## src/rtl/dram_arb_if.sv

```systemverilog
// Requester/sequencer-facing signal bundle for the DRAM arbiter.
// The arbiter uses the slave modport; the CPU/DMA/sequencer side uses master.
interface dram_arb_if;
    logic       cpu_req;
    logic       dma_req;
    logic       cpu_gnt;
    logic       dma_gnt;
    logic       seq_start;
    logic [1:0] seq_kind;
    logic       seq_done;
    logic [2:0] refresh_pending;
    logic       refresh_ovf;

    modport master (
        output cpu_req, dma_req, seq_done,
        input  cpu_gnt, dma_gnt, seq_start, seq_kind, refresh_pending, refresh_ovf
    );

    modport slave (
        input  cpu_req, dma_req, seq_done,
        output cpu_gnt, dma_gnt, seq_start, seq_kind, refresh_pending, refresh_ovf
    );
endinterface

```

## src/rtl/dram_arb.sv

```systemverilog
// DRAM sequencer arbiter: CPU/DMA round robin plus CBR refresh bookkeeping
// with an urgency threshold that lets owed refreshes pre-empt the requesters.
module dram_arb #(
    parameter int REFRESH_CNT = 375,
    parameter int URGENT_LVL  = 2
) (
    input  logic        clk,
    input  logic        rst,
    dram_arb_if.slave   bus
);
    localparam int TW = (REFRESH_CNT > 1) ? $clog2(REFRESH_CNT) : 1;

    typedef enum logic {IDLE, BUSY} state_t;
    typedef enum logic [1:0] {K_CPU = 2'b00, K_DMA = 2'b01, K_REF = 2'b10} kind_t;

    state_t        state, state_nx;
    kind_t         kind, kind_nx;
    logic          cpu_gnt, cpu_gnt_nx;
    logic          dma_gnt, dma_gnt_nx;
    logic          seq_start, start_nx;
    logic          last_dma, last_dma_nx;
    logic [TW-1:0] timer;
    logic [2:0]    pending;
    logic          ovf;
    logic          tick, issue, urgent;
    logic          win_ref, win_cpu, win_dma;

    assign tick   = (timer == TW'(REFRESH_CNT - 1));
    assign urgent = (int'(pending) >= URGENT_LVL);

    // Low-priority refresh only fills otherwise idle sequencer slots.
    assign win_ref = urgent || (pending != 3'd0 && !bus.cpu_req && !bus.dma_req);
    assign win_cpu = !urgent && bus.cpu_req && (!bus.dma_req || last_dma);
    assign win_dma = !urgent && bus.dma_req && (!bus.cpu_req || !last_dma);
    assign issue   = (state == IDLE) && win_ref;

    always_comb begin
        state_nx    = state;
        kind_nx     = kind;
        cpu_gnt_nx  = cpu_gnt;
        dma_gnt_nx  = dma_gnt;
        start_nx    = 1'b0;
        last_dma_nx = last_dma;
        case (state)
            IDLE: begin
                if (win_ref) begin
                    state_nx = BUSY;
                    kind_nx  = K_REF;
                    start_nx = 1'b1;
                end else if (win_cpu) begin
                    state_nx    = BUSY;
                    kind_nx     = K_CPU;
                    start_nx    = 1'b1;
                    cpu_gnt_nx  = 1'b1;
                    last_dma_nx = 1'b0;
                end else if (win_dma) begin
                    state_nx    = BUSY;
                    kind_nx     = K_DMA;
                    start_nx    = 1'b1;
                    dma_gnt_nx  = 1'b1;
                    last_dma_nx = 1'b1;
                end
            end
            BUSY: begin
                if (bus.seq_done) begin
                    state_nx   = IDLE;
                    cpu_gnt_nx = 1'b0;
                    dma_gnt_nx = 1'b0;
                end
            end
            default: state_nx = IDLE;
        endcase
    end

    always_ff @(posedge clk) begin
        if (rst) begin
            state     <= IDLE;
            kind      <= K_CPU;
            cpu_gnt   <= 1'b0;
            dma_gnt   <= 1'b0;
            seq_start <= 1'b0;
            last_dma  <= 1'b1;
        end else begin
            state     <= state_nx;
            kind      <= kind_nx;
            cpu_gnt   <= cpu_gnt_nx;
            dma_gnt   <= dma_gnt_nx;
            seq_start <= start_nx;
            last_dma  <= last_dma_nx;
        end
    end

    // Refresh timer and owed-refresh counter keep running through BUSY.
    always_ff @(posedge clk) begin
        if (rst) begin
            timer   <= '0;
            pending <= 3'd0;
            ovf     <= 1'b0;
        end else begin
            timer <= tick ? '0 : timer + TW'(1);
            if (tick && !issue) begin
                if (pending == 3'd7) ovf <= 1'b1;
                else                 pending <= pending + 3'd1;
            end else if (issue && !tick) begin
                pending <= pending - 3'd1;
            end
        end
    end

    assign bus.cpu_gnt         = cpu_gnt;
    assign bus.dma_gnt         = dma_gnt;
    assign bus.seq_start       = seq_start;
    assign bus.seq_kind        = kind;
    assign bus.refresh_pending = pending;
    assign bus.refresh_ovf     = ovf;
endmodule

```

## src/flat_wrapper.sv

```systemverilog
// flat-port wrapper written by rule: the top's interface ports become plain ports
module dram_arb_flat 
#(
    parameter int REFRESH_CNT = 375,
    parameter int URGENT_LVL  = 2
)
  (clk, rst, bus_cpu_req, bus_dma_req, bus_seq_done, bus_cpu_gnt, bus_dma_gnt, bus_seq_start, bus_seq_kind, bus_refresh_pending, bus_refresh_ovf);
  dram_arb_if bus_i ();
  input  logic clk;
  input  logic rst;
  input wire logic [$bits(bus_i.cpu_req)-1:0] bus_cpu_req;
  input wire logic [$bits(bus_i.dma_req)-1:0] bus_dma_req;
  input wire logic [$bits(bus_i.seq_done)-1:0] bus_seq_done;
  output wire logic [$bits(bus_i.cpu_gnt)-1:0] bus_cpu_gnt;
  output wire logic [$bits(bus_i.dma_gnt)-1:0] bus_dma_gnt;
  output wire logic [$bits(bus_i.seq_start)-1:0] bus_seq_start;
  output wire logic [$bits(bus_i.seq_kind)-1:0] bus_seq_kind;
  output wire logic [$bits(bus_i.refresh_pending)-1:0] bus_refresh_pending;
  output wire logic [$bits(bus_i.refresh_ovf)-1:0] bus_refresh_ovf;
  assign bus_i.cpu_req = bus_cpu_req;
  assign bus_i.dma_req = bus_dma_req;
  assign bus_i.seq_done = bus_seq_done;
  assign bus_cpu_gnt = bus_i.cpu_gnt;
  assign bus_dma_gnt = bus_i.dma_gnt;
  assign bus_seq_start = bus_i.seq_start;
  assign bus_seq_kind = bus_i.seq_kind;
  assign bus_refresh_pending = bus_i.refresh_pending;
  assign bus_refresh_ovf = bus_i.refresh_ovf;
  dram_arb #(.REFRESH_CNT(REFRESH_CNT), .URGENT_LVL(URGENT_LVL)) u_core (.clk(clk), .rst(rst), .bus(bus_i));
endmodule
```

## config.mk

```make
export PLATFORM = sky130hd
export DESIGN_NAME = dram_arb_flat
export DESIGN_NICKNAME = d
export VERILOG_FILES = /design/src/rtl/dram_arb_if.sv /design/src/rtl/dram_arb.sv /design/src/flat_wrapper.sv
export SDC_FILE = /design/constraint.sdc
export NUM_CORES = 1
export LEC_CHECK = 0
export BUFFER_PORTS_ARGS = -buffer_cell sky130_fd_sc_hd__buf_2
export CORE_MARGIN = 1.5
export CORE_UTILIZATION = 57
export DETAILED_ROUTE_END_ITERATION = 6
export PLACE_DENSITY = 0.86
export SLEW_MARGIN = 5
export SYNTH_ARGS = -nofsm -noshare
export SYNTH_HDL_FRONTEND = slang
export SYNTH_SLANG_ARGS = --single-unit
```

## constraint.sdc

```tcl
create_clock -name clk -period 6.85 [get_ports clk]
set_input_delay 0.685 -clock clk [delete_from_list [all_inputs] [get_ports clk]]
set_output_delay 0.685 -clock clk [all_outputs]
set_load 0.02 [all_outputs]
```

== Word-level counts from Yosys, hierarchy flattened ==
Index checks and enable logic that the tools add are counted.
Word-level totals
  word-level logic and storage cells: 73
  output and inout port bits: 9
  RAM bits: 0
  ROM bits: 0
  register bits after elaboration: 20
  memories kept: 0
  latch bits: 0
Operators by class
  muxes and demuxes: 20
  reductions and logical operators: 30
  equality and inequality tests: 8
  divide/modulo/power cells: 0
  shifts and indexed selects: 0
  multiply operators: 0
  bitwise logic cells: 2
  $add $sub $neg: 3
  order comparisons: 1
Operators with widths (number)
  $mux W1: 11
  $add A9 B1 Y9 const B: 1
  $eq A9 B9 Y1 const B: 1
  $logic_and A1 B1 Y1: 9
  $mux W3: 3
  $ne A2 B2 Y1 const B: 4
  $logic_not A1 Y1: 6
  $mux W2: 3
  $pmux W1 S2: 3
  $reduce_and A2 Y1: 3
  $reduce_and A3 Y1: 2
  $reduce_bool A3 Y1: 2
  $ne A2 B1 Y1 const B: 2
  $reduce_and A4 Y1: 1
  $reduce_bool A2 Y1: 2
  $reduce_or A2 Y1: 2
  $add A3 B1 Y3 const B: 1
  $eq A3 B3 Y1 const B: 1
  $ge A3 B2 Y1 const B: 1
  $logic_or A1 B1 Y1: 3
  $sub A3 B1 Y3 const B: 1
  $not A1 Y1: 2

== Longest topological paths before layout ==
  depth after elaboration: 9
  gate-level depth with buffers: 10

== Least setup slack after synthesis ==
OpenSTA, ideal clock, no wires.
  path kind: input port to flip-flop
  start point: input port bus_dma_req
  end point: register u_core.pending[2] (netlist: u_core.bus.refresh_pending[2])
  path slack: 4.538 ns
  setup time: 0.123 ns
  stages: 8
  arrival time: 2.189 ns
  path buffers: 0
  cell sequence: nor3b_1 -> o31ai_2 -> and2_1 -> inv_1 -> fa_1 -> nor3_1 -> a31oi_1 -> mux2_1
On the way
  word-level cells in the longest chain between the ends: 8
Ends and longest elaborated chain
  start, declared: line flat_wrapper.sv:12  | input wire logic [$bits(bus_i.dma_req)-1:0] bus_dma_req;
  $logic_not A1 Y1 *: line dram_arb.sv:32  | assign win_ref = urgent || (pending != 3'd0 && !bus.cpu_req && !bus.dma_req);
  $logic_and A1 B1 Y1 *: line dram_arb.sv:32
  $logic_or A1 B1 Y1 *: line dram_arb.sv:32
  $logic_and A1 B1 Y1 *: line dram_arb.sv:35  | assign issue = (state == IDLE) && win_ref;
  $logic_not A1 Y1: line dram_arb.sv:101  | if (tick && !issue) begin
  $logic_and A1 B1 Y1: line dram_arb.sv:101
  $ne A2 B2 Y1 (no source line) or $reduce_bool A2 Y1 (tied branches)
  $reduce_and A2 Y1 (no source line)
  end signal, assigned: line dram_arb.sv:103  | else pending <= pending + 3'd1;
  end signal, assigned: line dram_arb.sv:105  | pending <= pending - 3'd1;
  end, declared: line dram_arb.sv:23  | logic [2:0] pending;
Every way passes the cells marked *; elsewhere a longest branch is shown, timed or not.
A chain may end at the register's enable or synchronous reset.

== Worst setup path after layout ==
  start point: register u_core.timer[0]
  end point: register u_core.pending[2] (netlist: u_core.bus.refresh_pending[2])
On the way
  word-level cells in the longest chain between the ends: 5
Ends and longest elaborated chain
  start, declared: line dram_arb.sv:22  | logic [TW-1:0] timer;
  start signal, assigned: line dram_arb.sv:100  | timer <= tick ? '0 : timer + TW'(1);
  $eq A9 B9 Y1 *: line dram_arb.sv:28  | assign tick = (timer == TW'(REFRESH_CNT - 1));
  $logic_not A1 Y1: line dram_arb.sv:104  | end else if (issue && !tick) begin
  $logic_and A1 B1 Y1: line dram_arb.sv:104
  $reduce_bool A2 Y1 (no source line)
  $reduce_and A2 Y1 (no source line)
Marked as above.

==> run_results.csv <==
group,metric,value,unit
cts,post_cts_resize_count,0,
sta,hold_viol,0,
final_layout,layout_commonest_cell,"dfxtp_1",
worst_setup_path,crit_type,"register to register",
worst_setup_path,cp.required,7.04,ns
sta,fmax,411,MHz
final_layout,area_delta_synth_final,14.0,%
grt,grt_usage,18.2,%
sta,final_max_slew_viol_count,0,
final_layout,final_nets,120,
cts,cts_made_buffers,3,
power_and_ir_drop,peakVddDrop,0.223,mV
detailed_routing,drc,0,
detailed_routing,drt_wl_total,1.44,mm
worst_setup_path,path_delay_family,"simple AND/OR/NAND/NOR gates",
worst_setup_path,start_kind,"register",
grt,antenna_found_initial,0,
synth,ys_ff_latch,20,
sta,clock_skew,0.00903,ns
detailed_routing,wl_per_cell,11.3,µm
synth,synth_cell_type_count,35,
floorplan,ioPinCount,14,
final_layout,fin_area,0.00102,mm²
final_layout,num_antenna_cells,0,
sta,slew_headroom,71.2,%
sta,setup_viol,0,
detailed_routing,drt_iter0_drc,16,
synth,ys_top_cells_by_area,"dfxtp_1 (45%), nor2_1 (6.7%), xor2_1 (5.9%)",
cts,clockRootBuffer,"clkbuf_4",
worst_setup_path,critPathBufInv,2,
detailed_routing,antenna_left,0,
cts,hold_buffers,0,
sta,tightest_slew,0.429,ns
cts,cts_buffer_depth,2,
floorplan,core_area,0.00149,mm²
floorplan,floorplan.initialDensity,60.0,%
cts,path_clk_slew,0.11,ns
grt,grt_overflow,0,
cts,htreeDepth,1,
synth,syn_inst,96,
power_and_ir_drop,power_density,381,mW/mm²
detailed_routing,via_per_inst,5.50,
worst_setup_path,crit_fanout,5,
final_layout,layout-drive-gt1-share,20.7,%
cts,clk_latency,0.30,ns
floorplan,die_w,42.6,µm
cts,cts_tree,"built",
final_layout,final_cell_mix,"dfxtp_1 (20), nor2_1 (16), buf_2 (13)",
placed_design,place_area,966,µm²
floorplan,rows,14,
synth,syn_nets,104,
flow_run,maxCapViolations,0,
placed_design,io_buffers,13,
sta,finalSetupTns,0,ns
synth,synth_seq_area_share,44.8,%
sta,period_share,35.5,%
synth,synth_edf_count,0,
worst_setup_path,worstPathArrival,2.62,ns
synth,synth.top_cell.area_share,44.8,%
cts,cts_setup_buffers,0,
worst_setup_path,cpMaxStageDelayCell,"dfxtp_1",
worst_setup_path,path_cells,"inv_1 -> ha_1 -> nand4b_4 -> nor3_1 -> and2_1 -> inv_1 -> fa_1 -> nor3_1 -> a31oi_1 -> mux2_1",
synth,avgSynthCellArea,9.31,µm²
floorplan,dieHeight,42.6,µm
grt,grt_pass1_wl,2.53,mm
synth,synthFlopType,"dfxtp_1",
detailed_routing,vias,698,
placed_design,place.gp.congestion,0.828,
detailed_routing,drtPass1Iterations,4,
run_status,outcome,"completed",
worst_hold_path,hp-class,"register to register",
synth,ys_warn_count,0,
synth,async_reset_ff_share,0,%
sta,rsz0062_at_grt,"no",
synth,syn_area,893,µm²
power_and_ir_drop,p_leak,0.000470,µW
cts,clock-sinks,20,
placed_design,dp_hpwl,1.09,mm
synth,yosys.area.top_type,"dfxtp_1",
worst_setup_path,endpoint_kind,"register",
grt,grt_pass1_vias,638,
sta,layout_min_cycle_time,2.43,ns
worst_setup_path,cp_slowest_stage_delay,0.37,ns
grt,grt_max_degree,14,
floorplan,die_area,0.00181,mm²
[per-layer routing]
metal	global-route usage [%]	wire length, µm	vias to the layer above
li1	-	-	356
met4	9.38	14	0
met1	22.4	672	329
met5	0	0	-
met3	2.59	47	2
met2	30.5	704	11
[synthesized netlist by cell type, drive strengths merged (2+ instances only)]
cell type,n
dfxtp,20
nand2b,2
inv,5
mux2,2
a21oi,7
xor2,6
nor2,17
or2,2
nor3,3
nand2,5
and2,2
ha,2
nand4,2
nand3,3
[state kept, by name, indices dropped and copies added (netlist names)]
name / cells
u_core.bus.seq_start: 1
u_core.bus.refresh_ovf: 1
u_core.bus.seq_kind: 2
u_core.bus.refresh_pending: 3
u_core.timer: 9
u_core.state: 1
u_core.bus.cpu_gnt: 1
u_core.last_dma: 1
u_core.bus.dma_gnt: 1
[final timing paths]
kind              slack (ns)                                 from  cells after the start                                         end
setup reg to reg        4.42           u_core.timer[0]$_SDFF_PP0_                     10  u_core.bus.refresh_pending[2]$_SDFFE_PP0P_
setup / recovery        4.42           u_core.timer[0]$_SDFF_PP0_                     10  u_core.bus.refresh_pending[2]$_SDFFE_PP0P_
hold reg to reg         0.48  u_core.bus.seq_kind[1]$_SDFFE_PP0P_                      2         u_core.bus.seq_kind[1]$_SDFFE_PP0P_
hold / removal          0.48  u_core.bus.seq_kind[1]$_SDFFE_PP0P_                      2         u_core.bus.seq_kind[1]$_SDFFE_PP0P_
[per-stage QoR]
step	worst slack (ns)	util, %	power (µW)	instances	hold slack (ns)
6_report	4.42	68.4	388	127	0.484
5_1_grt	4.22	68.4	413	127	0.498
4_1_cts	4.40	68.4	392	127	0.485
3_5_place_dp	4.26	64.9	297	123	0.468
3_3_place_gp	4.35	64.9	292	123	0.458
2_1_floorplan	4.54	-	264	96	0.441
[worst min-delay path, cell delays in order (launching register included)]
cell      delay [ns]
dfxtp_1         0.33
inv_1           0.05
a221oi_1        0.06
[report_power, final]
| group | internal, µW | switching (µW) | leakage (µW) | total [µW] |
|---|---|---|---|---|
| combinational | 57.8 | 71.1 | 0.000279 | 129 |
| sequential | 139 | 25.8 | 0.000164 | 164 |
| clock | 59.2 | 35.6 | 0.0000279 | 94.8 |
[cell type report]
class                      count  area [µm²]
clock buffer                   3        22.5
clock inverter                 1        30.0
fill                         128         470
inverter                       5        18.8
multi-input combinational     69         462
sequential                    20         400
tap                           16        20.0
timing repair buffer          13        65.1
[cells by family after synthesis]
group,Yosys count,synth area share (%)
AOI/OAI and AO/OA,14,10.4
buffers and inverters,7,3.50
xor gates and xnor gates,7,6.86
DFF,20,44.8
adders and majority gates,3,5.04
muxes,3,4.06
and+or+nand+nor,42,25.4
Note: power is estimated with default switching activity, not from simulation.
